===== config.mk =====
export PLATFORM = sky130hd
export DESIGN_NAME = nrisc_mem_arbiter
export DESIGN_NICKNAME = d
export VERILOG_FILES = /design/src/rtl/nrisc_mem_arbiter.sv
export SDC_FILE = /design/constraint.sdc
export NUM_CORES = 1
export LEC_CHECK = 0
export BUFFER_PORTS_ARGS = -buffer_cell sky130_fd_sc_hd__clkbuf_2
export CORE_MARGIN = 2
export CORE_UTILIZATION = 49
export CTS_CLUSTER_SIZE = 8
export DETAILED_ROUTE_END_ITERATION = 16
export HOLD_SLACK_MARGIN = 0.1
export PLACE_DENSITY = 0.81
export SLEW_MARGIN = 15
export SYNTH_ARGS = -nofsm -noshare
export SYNTH_HDL_FRONTEND = slang
export SYNTH_SLANG_ARGS = --single-unit

===== constraint.sdc =====
create_clock -name clk -period 4.56 [get_ports clk]
set_input_delay 0.228 -clock clk [delete_from_list [all_inputs] [get_ports clk]]
set_output_delay 0.228 -clock clk [all_outputs]
set_load 0.05 [all_outputs]

===== src/rtl/nrisc_mem_arbiter.sv =====
// rtl/nrisc_mem_arbiter.sv - round-robin arbiter sharing the NRISC data memory between CPU and external port
module nrisc_mem_arbiter #(
  parameter int TAM     = 16,
  parameter int MEM_LAT = 1
) (
  input  logic           clk,
  input  logic           rst,
  input  logic           cpu_req,
  input  logic           cpu_write,
  input  logic [TAM-1:0] cpu_addr,
  input  logic [TAM-1:0] cpu_wdata,
  output logic [TAM-1:0] cpu_rdata,
  output logic           cpu_ack,
  input  logic           ext_req,
  input  logic           ext_write,
  input  logic [TAM-1:0] ext_addr,
  input  logic [TAM-1:0] ext_wdata,
  output logic [TAM-1:0] ext_rdata,
  output logic           ext_ack,
  output logic [TAM-1:0] mem_addr,
  output logic [TAM-1:0] mem_wdata,
  output logic           mem_write,
  output logic           mem_load,
  input  logic [TAM-1:0] mem_rdata,
  output logic           busy,
  output logic           owner
);

  localparam logic [1:0] S_IDLE   = 2'd0;
  localparam logic [1:0] S_ACCESS = 2'd1;
  localparam logic [1:0] S_DONE   = 2'd2;
  localparam logic [3:0] CNT_INIT = 4'(MEM_LAT - 1);

  logic [1:0] state;
  logic       last;
  logic       lat_write;
  logic [3:0] cnt;
  logic       grant_ext;

  // last=1 after reset so a tie on the very first request goes to the CPU
  assign grant_ext = ext_req & (~cpu_req | ~last);

  always_ff @(posedge clk or posedge rst) begin
    if (rst) begin
      state     <= S_IDLE;
      last      <= 1'b1;
      owner     <= 1'b0;
      lat_write <= 1'b0;
      cnt       <= 4'd0;
      mem_addr  <= '0;
      mem_wdata <= '0;
      cpu_rdata <= '0;
      ext_rdata <= '0;
    end else begin
      case (state)
        S_IDLE: begin
          if (cpu_req | ext_req) begin
            owner     <= grant_ext;
            lat_write <= grant_ext ? ext_write : cpu_write;
            mem_addr  <= grant_ext ? ext_addr  : cpu_addr;
            mem_wdata <= grant_ext ? ext_wdata : cpu_wdata;
            cnt       <= CNT_INIT;
            state     <= S_ACCESS;
          end
        end
        S_ACCESS: begin
          if (lat_write) begin
            state <= S_DONE;
          end else if (cnt == 4'd0) begin
            if (owner) ext_rdata <= mem_rdata;
            else       cpu_rdata <= mem_rdata;
            state <= S_DONE;
          end else begin
            cnt <= cnt - 4'd1;
          end
        end
        S_DONE: begin
          last  <= owner;
          state <= S_IDLE;
        end
        default: state <= S_IDLE;
      endcase
    end
  end

  // Strobes are pure decodes of registered state so async reset drops them at once
  assign mem_write = (state == S_ACCESS) &  lat_write;
  assign mem_load  = (state == S_ACCESS) & ~lat_write;
  assign cpu_ack   = (state == S_DONE)   & ~owner;
  assign ext_ack   = (state == S_DONE)   &  owner;
  assign busy      = (state != S_IDLE);

endmodule


After elaboration in Yosys (flattened, before gate mapping) --
Index checks and enable logic that the tools add are counted.
Operators by class: $add $sub $neg 1, multipliers 0, divide/modulo/power cells 0, $lt $le $gt $ge 0, equal/unequal tests 6, shift-type cells 0, mux-type cells 11, bitwise operators 11, reduce and logical (&&, ||, !) cells 9
Operators with widths (number):
- $mux 16 | 2
- $mux 4 | 3
- $reduce_and 4->1 | 3
- $pmux 4 s2 | 1
- $mux 2 | 3
- $ne 2x2->1 const B | 3
- $and 1x1->1 | 5
- $logic_not 4->1 | 1
- $not 1->1 | 4
- $pmux 2 s2 | 1
- $reduce_and 2->1 | 2
- $reduce_bool 2->1 | 2
- $sub 4x1->4 const B | 1
- $ne 3x3->1 const B | 1
- $eq 2x1->1 const B | 1
- $eq 2x2->1 const B | 1
- $logic_not 2->1 | 1
- $or 1x1->1 | 2
- $mux 1 | 1
Storage, ports and cells: register bits 73, latch bits 0, memory bits (writable) 0, ROM bits 0, logic and storage cells 47, memories 0

Logic depth before layout (Yosys ltp) --
Gate-level depths: netlist of the first run.
word-level depth 4, gate-level depth with buffers 7, gate-level depth less buffers 6

Least setup slack after synthesis of the first run --
No wires, ideal clock.
path kind register to register, from register cnt[0], to register cpu_rdata[0], library setup time 0.125 ns, arrival time 1.675 ns, required time 4.435 ns, path slack 2.760 ns, cell stages (with the launch flop) 8, path buffers 2, cell sequence dfrtp_1 -> inv_1 -> ha_1 -> nor3b_1 -> and3_1 -> buf_4 -> buf_6 -> mux2_2
Between the ends: word-level cells in the longest chain between the ends 2
Ends and longest elaborated chain:
- start: declaration | RTL line 37 | logic [3:0] cnt;
- start signal: assignment | RTL line 74 | cnt <= cnt - 4'd1;
- $logic_not 4->1 | RTL line 69 | end else if (cnt == 4'd0) begin
- $reduce_and 4->1 (no line)
- end signal: assignment | RTL line 71 | else cpu_rdata <= mem_rdata;
- end: declaration | RTL line 12 | output logic [TAM-1:0] cpu_rdata,
Every way passes these cells. A chain may end at the register's enable or synchronous reset.

Worst setup path in the final report of the first run --
from register cnt[0], to register cpu_rdata[8]
The elaborated chain is that of the path after synthesis.

==> results of run 1 <==
[flip-flops by register name, summed over array words and instances (netlist names)]
| name | flops |
|---|---|
| mem_addr | 16 |
| mem_wdata | 16 |
| cpu_rdata | 16 |
| lat_write | 1 |
| owner | 1 |
| cnt | 4 |
| last | 1 |
| state | 2 |
| ext_rdata | 16 |
[stage by stage]
step	worst slack [ps]	instances	hold WS (ps)	instance area (sq um)	util
2_1_floorplan	2480	259	378.5	3158	-
3_3_place_gp	2407	478	463.6	3971	0.6326
3_5_place_dp	2366	478	469.9	3971	0.6326
4_1_cts	2328	494	115.7	4199	0.6689
5_1_grt	2203	494	121.9	4199	0.6689
6_report	2353	494	131.9	4199	0.6689
[routing by layer]
| metal | share of wire | GRT usage | vias to the layer above |
|---|---|---|---|
| met5 | 0 | 0 | - |
| met2 | 0.47 | 0.3240 | 119 |
| met4 | 0.016 | 0.08358 | 0 |
| li1 | - | - | 1202 |
| met3 | 0.085 | 0.05310 | 8 |
| met1 | 0.43 | 0.2533 | 1077 |
[final cells by class]
class	instances	area (sq um)
Clock buffer	10	137.6
Sequential cell	73	1828
Clock inverter	6	90.09
Multi-Input combinational cell	165	1234
Tap cell	77	96.34
Timing Repair Buffer	157	790.8
Fill cell	494	2078
Inverter	6	22.52
[kinds of logic after synthesis]
logic type | share of synthesized area
simple gates | 0.08122
compound gates | 0.08003
buf+inv | 0.03407
mux | 0.2219
flops | 0.5788
fa+ha+maj | 0.003961
[cell usage after synthesis]
cell / number / area, sq um
dfrtp_1: 72 / 1802
mux2i_1: 34 / 340.3
nand2_1: 34 / 127.6
o21ai_0: 34 / 170.2
mux2_2: 32 / 360.4
buf_2: 8 / 40.04
nor2_1: 6 / 22.52
inv_1: 5 / 18.77
clkbuf_1: 4 / 15.01
a21o_1: 2 / 15.01
and2_1: 2 / 12.51
and3_1: 2 / 12.51
buf_6: 2 / 22.52
a211o_1: 1 / 8.760
a21boi_0: 1 / 7.510
a21oi_1: 1 / 5.000
a31oi_1: 1 / 6.260
a32oi_1: 1 / 8.760
buf_4: 1 / 7.510
dfstp_2: 1 / 26.28
ha_1: 1 / 12.51
inv_2: 1 / 3.750
nand2b_1: 1 / 6.260
nand2b_2: 1 / 8.760
nand3_2: 1 / 10.01
nor2b_1: 1 / 6.260
nor2b_4: 1 / 13.76
nor3b_1: 1 / 7.510
o22ai_1: 1 / 6.260
o41ai_1: 1 / 8.760
o41ai_2: 1 / 16.27
or2_1: 1 / 6.260
or2_4: 1 / 8.760
or2b_1: 1 / 7.510
or3_1: 1 / 6.260
[critical path: stages, from the launching register on]
cell	delay, ps
dfrtp_1	380
inv_1	90
ha_1	190
nor3b_1	330
and3_1	690
mux2_2	420
[final timing paths]
path	startpoint	to	slack, ps	cells after the start
setup / recovery	cnt[0]$_DFFE_PP0P_	cpu_rdata[8]$_DFFE_PP0P_	2350	5
hold / removal	rst	ext_rdata[1]$_DFFE_PP0P_	130	3
setup reg to reg	cnt[0]$_DFFE_PP0P_	cpu_rdata[8]$_DFFE_PP0P_	2350	5
hold reg to reg	mem_addr[12]$_DFFE_PP0P_	mem_addr[12]$_DFFE_PP0P_	480	2
max in group asynchronous	rst	mem_wdata[11]$_DFFE_PP0P_	3860	3
min in group clk	mem_rdata[10]	ext_rdata[10]$_DFFE_PP0P_	130	2
==> impl_metrics.json, run 1 <==
{
  "ys_seq_elements": 73,
  "tightestPinTransition_ps": 1016,
  "syn_avg_cell_area_sq_um": 12.19,
  "die_x_microns": 84.28,
  "synth_area_sq_mm": 0.003158,
  "clk_path_buf_depth": 2,
  "cp.required_ps": 4780,
  "post_drt_wl_per_cell_microns": 13.83,
  "wirelength_microns": 6830,
  "via_per_inst": 4.870,
  "clkLatencyLatePin_ps": 340,
  "clockRootBuffer": "clkbuf_8",
  "num_vias": 2406,
  "drv_slew": 0,
  "max_cap_violations": 0,
  "numCtsBuffers": 9,
  "hp-class": "in2async",
  "cts-htree-levels": 3,
  "synthCells": 259,
  "globalRouteOverflowTotal": 0,
  "final.setup.tns_ps": 0,
  "die_area_sq_mm": 0.007103,
  "remaining_drc_errors": 0,
  "post_cts_buffers": 0,
  "layout.cells.most_common": "clkbuf_2",
  "cp_max_fo": 16,
  "timing.final.crit_share": 0.4840,
  "cts_tree": "done",
  "fmax_mhz": 453.1,
  "clk_pin_slew_worst_paths_ps": 80,
  "antenna_cells": 0,
  "syn_nets": 346,
  "area_growth_pct": 32.96,
  "yosysWarnings": 0,
  "start_kind": "flip-flop",
  "grt_antenna_before_repair": 0,
  "num_io_pins": 156,
  "place_congestion": 0.7286,
  "max_slew_margin": 0.3225,
  "grt.total_usage": 0.1992,
  "initial_utilization": 0.5031,
  "dr.first_iter.drc_count": 92,
  "grt_pass1_wl_microns": 11250,
  "ys_seq_area_frac": 0.5788,
  "hold_buffers": 0,
  "grt_max_degree": 74,
  "synth_cell_types": 35,
  "nets": 499,
  "io_buffer_count": 155,
  "core_area_sq_mm": 0.006277,
  "run_status": "completed",
  "critPathCaptureType": "flip-flop",
  "ant_nets": 0,
  "critical_path_class": "reg2reg",
  "post-dp-hpwl_microns": 5078,
  "cts_sinks": 73,
  "fin_crit_ps": 2207,
  "rsz0062_at_grt": "no",
  "finalSetupViolations": 0,
  "worstPathArrival_ps": 2430,
  "most-common-layout-cells": "155 x clkbuf_2, 72 x dfrtp_1, 34 x mux2i_1, 34 x nand2_1, 34 x o21ai_0",
  "firstDrtPassIters": 4,
  "drive_gt1_frac": 0.5156,
  "hold_viol_final": 0,
  "grt_pass1_vias": 2426,
  "rows": 29,
  "skew_ps": 13.20,
  "ctsResizeCount": 0,
  "die_y_microns": 84.28
}
Power of run 1 is left out: the tool's default activity adds up to more than one toggle a clock period on the data nets, which glitch-free logic cannot reach.
==> run 2, diff against run 1 <==
--- a/config.mk
+++ b/config.mk
@@ -7,11 +7,11 @@
 export LEC_CHECK = 0
 export BUFFER_PORTS_ARGS = -buffer_cell sky130_fd_sc_hd__clkbuf_2
 export CORE_MARGIN = 2
-export CORE_UTILIZATION = 49
+export CORE_UTILIZATION = 41
 export CTS_CLUSTER_SIZE = 8
 export DETAILED_ROUTE_END_ITERATION = 16
 export HOLD_SLACK_MARGIN = 0.1
-export PLACE_DENSITY = 0.81
+export PLACE_DENSITY = 0.72
 export SLEW_MARGIN = 15
 export SYNTH_ARGS = -nofsm -noshare
 export SYNTH_HDL_FRONTEND = slang
==> constraint.sdc (replaced) <==
create_clock -name clk -period 1.8 [get_ports clk]
set_input_delay 0.09 -clock clk [delete_from_list [all_inputs] [get_ports clk]]
set_output_delay 0.09 -clock clk [all_outputs]
set_load 0.05 [all_outputs]
==> run 2 against run 1 <==
Net effect: hold slack got worse by 16 ps; flip-flop and latch count did not move; fmax rose by 29%; via count rose by 22%; clock skew fell by 1.4 ps; die area rose by 19%; first-iteration DRC count rose by 1.1%; non-clock buffer count rose by 90; cell count rose by 23%; critical endpoint is now cpu_rdata[6]$_DFFE_PP0P_; largest cell class unchanged; highest routed layer unchanged.
==> impl_metrics.json, run 2 (synthesis gave the netlist of run 1 again) <==
{
  "run_status": "completed",
  "cts-htree-levels": 3,
  "ir_drop_uv": 980.1,
  "cts_sinks": 73,
  "numCtsBuffers": 9,
  "grt_max_degree": 43,
  "fmax_mhz": 583.5,
  "power_frac_seq": 0.306,
  "via_per_inst": 4.803,
  "max_cap_violations": 0,
  "clk_path_buf_depth": 2,
  "worstPathArrival_ps": 1930,
  "p_comb_frac": 0.575,
  "cp.required_ps": 2020,
  "cts_tree": "done",
  "critPathMaxStageDelay_ps": 380,
  "rr_startpoint": "cnt[0]$_DFFE_PP0P_",
  "fill_cells": 560,
  "clk_pin_slew_worst_paths_ps": 80,
  "num_io_pins": 156,
  "intPower_uw": 4571,
  "critical_path_class": "reg2reg",
  "worstPathCellList": "inv_1 > ha_1 > nor3b_2 > and3_1 > buf_12 > mux2_2",
  "num_vias": 2925,
  "final_util": 0.6747,
  "layout.cells.most_common": "clkbuf_2",
  "post_drt_wl_per_cell_microns": 15.12,
  "io_buffer_count": 155,
  "grt_pass1_vias": 3110,
  "finalSetupViolations": 0,
  "grt.total_usage": 0.2208,
  "die_y_microns": 91.77,
  "die_area_sq_mm": 0.008421,
  "critPathCaptureType": "flip-flop",
  "grt_pass1_wl_microns": 14550,
  "globalRouteOverflowTotal": 0,
  "start_kind": "flip-flop",
  "tightestPinTransition_ps": 674.2,
  "clockRootBuffer": "clkbuf_8",
  "hp-start": "ext_req",
  "swShare": 0.5278,
  "grt_antenna_before_repair": 0,
  "switching_power_uw": 5109,
  "met1_length_microns": 3813,
  "layout.area.seq_sq_mm": 0.001828,
  "wl_met2_microns": 4283,
  "dr.max_layer_used": "met4",
  "critPathLaunch": "cnt[0]$_DFFE_PP0P_",
  "cp_slowest_cell": "dfrtp_1",
  "rows": 32,
  "place_congestion": 0.7678,
  "rsz0062_at_grt": "no",
  "nets": 589,
  "core_area_sq_mm": 0.007607,
  "initial_utilization": 0.4151,
  "ant_nets": 0,
  "hp-class": "in2reg",
  "post-dp-hpwl_microns": 5418,
  "multi_input_area_sq_mm": 0.001239,
  "drive_gt1_frac": 0.4379,
  "met3_wirelength_microns": 801,
  "skew_ps": 11.79,
  "timing.final.crit_share": 0.9522,
  "clkLatencyLatePin_ps": 340,
  "drv_slew": 0,
  "most-common-layout-cells": "155 x clkbuf_2, 84 x dlygate4sd3_1, 72 x dfrtp_1",
  "final.setup.tns_ps": 0,
  "powerDensity_mw_per_mm2": 1886,
  "area_growth_pct": 62.52,
  "wirelength_microns": 9210,
  "hold_viol_final": 0,
  "firstDrtPassIters": 4,
  "antenna_cells": 0,
  "cp_max_fo": 16,
  "die_x_microns": 91.77,
  "max_slew_margin": 0.5496,
  "p_leak_uw": 0.002606,
  "remaining_drc_errors": 0,
  "fin_crit_ps": 1714,
  "clockPowerShare": 0.119,
  "dr.first_iter.drc_count": 93
}
run 2: final cells by class:
class / count / area share
Sequential cell: 73 / 0.3562
Timing Repair Buffer: 247 / 0.3372
Multi-Input combinational cell: 165 / 0.2413
Clock buffer: 11 / 0.02950
Tap cell: 102 / 0.02487
Clock inverter: 5 / 0.005851
Inverter: 6 / 0.005119
run 2: worst max-delay path: cells and delay by family, from the launching register on:
| kind | cells | cell delay (ps) |
|---|---|---|
| buf+inv | 2 | 250 |
| simple gates | 2 | 410 |
| mux | 1 | 340 |
| flops | 1 | 380 |
| fa+ha+maj | 1 | 200 |
run 2: metrics by stage:
stage,hold slack [ps],total power (uW),worst slack (ps),cell area [sq um],instances
2_1_floorplan,240.5,7034,0.003997,3162,259
4_1_cts,100.2,9652,27.35,5124,609
3_5_place_dp,219.0,8344,53.95,4101,509
3_3_place_gp,201.2,8209,118.1,4101,509
5_1_grt,129.7,10180,3.389,5132,609
6_report,115.4,9680,86.09,5132,609
run 2: final timing paths:
kind	to	slack, ps	depth (start not counted)
worst max-delay path	cpu_rdata[6]$_DFFE_PP0P_	90	6
worst min-delay path	owner$_DFFE_PP0P_	120	4
min in group asynchronous	cpu_rdata[5]$_DFFE_PP0P_	410	3
worst min register to register	mem_addr[11]$_DFFE_PP0P_	490	2
max in group asynchronous	ext_rdata[3]$_DFFE_PP0P_	780	4
worst max register to register	cpu_rdata[6]$_DFFE_PP0P_	90	6
run 2: layer usage:
layer | global-route usage | vias to the layer above
met4 | 0.1219 | 0
met5 | 0 | -
met3 | 0.07313 | 31
li1 | - | 1385
met2 | 0.3419 | 161
met1 | 0.2725 | 1348
run 2: what timing repair did:
item | CTS | global route
resized for setup | 0 | 2
setup buffers | 0 | 0
hold buffers | 84 | 0
hold endpoints to repair | 93 | 0
setup endpoints to repair | 0 | 20
run 2: power by group through the flow:
stage | Combinational (uW) | Sequential (uW) | Clock [uW]
after floorplan | 1590 | 5440 | 0
after global placement | 5260 | 2950 | 0
after detailed placement | 5380 | 2960 | 0
after CTS | 5510 | 2950 | 1190
after global routing | 5850 | 3060 | 1270
final | 5570 | 2960 | 1150
Note: power is estimated with default switching activity, not from simulation.
==> run 3, diff against run 2 <==
--- a/config.mk
+++ b/config.mk
@@ -11,7 +11,7 @@
 export CTS_CLUSTER_SIZE = 8
 export DETAILED_ROUTE_END_ITERATION = 16
 export HOLD_SLACK_MARGIN = 0.1
-export PLACE_DENSITY = 0.72
+export PLACE_DENSITY_LB_ADDON = 0.25
 export SLEW_MARGIN = 15
 export SYNTH_ARGS = -nofsm -noshare
 export SYNTH_HDL_FRONTEND = slang
==> run 3 against run 2 <==
Net effect: clock power up 36%; combinational power up 2%; critical endpoint is now mem_wdata[0]$_DFFE_PP0P_; critical path type unchanged; the flow now finishes with violations (negative setup slack); count of clock-buffer cells in the layout unchanged; die area unchanged; non-clock buffer count down 4; sequential share of layout area down 0.51 points; sequential power about the same; flip-flop and latch count unchanged.
==> impl_metrics.json, run 3 (synthesis gave the netlist of run 1 again) <==
{
  "ir_drop_uv": 959.6,
  "cts_tree": "done",
  "io_buffer_count": 155,
  "clk_path_buf_depth": 2,
  "fin_crit_ps": 1802,
  "clkLatencyLatePin_ps": 330,
  "max_cap_violations": 0,
  "layout.cells.most_common": "clkbuf_2",
  "p_leak_uw": 0.002657,
  "violations": "negative setup slack",
  "grt_pass1_wl_microns": 14190,
  "post_drt_wl_per_cell_microns": 15.20,
  "grt_antenna_before_repair": 0,
  "clk_pin_slew_worst_paths_ps": 80,
  "die_area_sq_mm": 0.008421,
  "pre_cts_slack_ps": 53.99,
  "hp-class": "in2reg",
  "drive_gt1_frac": 0.4712,
  "rsz0062_at_grt": "yes",
  "final_util": 0.6845,
  "drv_slew": 0,
  "hold_viol_final": 0,
  "cp_max_fo": 6,
  "place_congestion": 0.7873,
  "area_growth_pct": 64.90,
  "tightestPinTransition_ps": 382.9,
  "worstPathArrival_ps": 2010,
  "fmax_mhz": 554.8,
  "via_per_inst": 4.790,
  "timing.final.crit_share": 1.001,
  "cp.required_ps": 2010,
  "multi_input_area_sq_mm": 0.001270,
  "rows": 32,
  "ant_nets": 0,
  "run_status": "complete, but fails checks",
  "wirelength_microns": 9198,
  "initial_utilization": 0.4151,
  "start_kind": "flip-flop",
  "post-dp-hpwl_microns": 5124,
  "grt_max_degree": 74,
  "final.setup.tns_ps": -2.320,
  "critPathCaptureType": "flip-flop",
  "die_y_microns": 91.77,
  "most-common-layout-cells": "155 x clkbuf_2, 72 x dfrtp_1, 69 x dlygate4sd3_1, 34 x nand2_1, 32 x mux2_2",
  "powerDensity_mw_per_mm2": 1958,
  "finalSetupViolations": 1,
  "layout.area.seq_sq_mm": 0.001828,
  "clockRootBuffer": "clkbuf_8",
  "fill_cells": 569,
  "layout_setup_ws_ps": -2.320,
  "nets": 585,
  "max_slew_margin": 0.7447,
  "cts-htree-levels": 3,
  "antenna_cells": 0,
  "hold_slack_ps": 62.25,
  "critical_path_class": "reg2reg",
  "skew_ps": 9.239,
  "num_vias": 2898,
  "globalRouteOverflowTotal": 0,
  "core_area_sq_mm": 0.007607,
  "die_x_microns": 91.77,
  "num_io_pins": 156,
  "dr.first_iter.drc_count": 93,
  "remaining_drc_errors": 0,
  "numCtsBuffers": 9,
  "firstDrtPassIters": 4,
  "grt.total_usage": 0.2123,
  "grt_pass1_vias": 2963,
  "cts_sinks": 73
}
[run 3: changes by cell type in the layout (fill, tap and decap cells not counted), sizes merged]
| cell | change |
|---|---|
| bufinv | +3 |
| dlymetal6s4s | +2 |
| clkinv | -2 |
| dlygate4sd3 | -15 |
| clkbuf | +2 |
| buf | +7 |
| clkinvlp | -1 |
[run 3: routing by layer]
layer | share of wire | wire, microns | up-vias | track usage
met1 | 0.43 | 3989 | 1369 | 0.2808
met2 | 0.47 | 4338 | 138 | 0.3388
li1 | - | - | 1373 | -
met5 | 0 | 0 | - | 0
met4 | 0.019 | 173 | 0 | 0.07711
met3 | 0.076 | 697 | 18 | 0.05505
[run 3: repair_timing]
action	CTS	global route
hold buffers	83	13
setup buffers	0	7
gates resized for setup	0	24
endpoints found under the hold margin	137	13
setup endpoints to repair	0	60
[run 3: final timing paths]
| path | start | cells after the start | to | slack [ps] |
|---|---|---|---|---|
| max | last$_DFFE_PP1N_ | 6 | mem_wdata[0]$_DFFE_PP0P_ | -2 |
| min | ext_addr[7] | 3 | mem_addr[7]$_DFFE_PP0P_ | 60 |
| max reg2reg | last$_DFFE_PP1N_ | 6 | mem_wdata[0]$_DFFE_PP0P_ | -2 |
| min reg2reg | mem_wdata[2]$_DFFE_PP0P_ | 2 | mem_wdata[2]$_DFFE_PP0P_ | 480 |
| max in group asynchronous | rst | 4 | last$_DFFE_PP1N_ | 1060 |
| min in group asynchronous | rst | 4 | cpu_rdata[1]$_DFFE_PP0P_ | 400 |
[run 3: final cells by class]
| type | count | share of cell area |
|---|---|---|
| clock buffer | 11 | 0.02715 |
| clock inverter | 5 | 0.01970 |
| inverter | 6 | 0.005046 |
| multi-input combinational | 165 | 0.2439 |
| sequential | 73 | 0.3510 |
| tap | 102 | 0.02451 |
| timing repair buffer | 243 | 0.3287 |
[run 3: report_power, final]
group	switching (uW)	total [uW]	internal, uW	leakage [uW]
clock network	600	1560	958	0.000120
logic	4070	5700	1620	0.00165
registers	481	2940	2460	0.000885
[run 3: worst max-delay path, cell delays in order, from the launching register on]
cell and delay [ps]:
dfstp_2 560, a21boi_4 60, buf_4 150, clkbuf_16 160, mux2i_1 130, dlygate4sd3_1 560
o21ai_1 60
[run 3: stage by stage]
| stage | cell area [sq um] | total power, uW | std cells |
|---|---|---|---|
| CTS | 5176 | 10110 | 608 |
| global placement | 4101 | 8225 | 509 |
| finish | 5207 | 10190 | 605 |
| floorplan | 3162 | 7034 | 259 |
| detailed placement | 4101 | 8340 | 509 |
| global route | 5207 | 10750 | 605 |
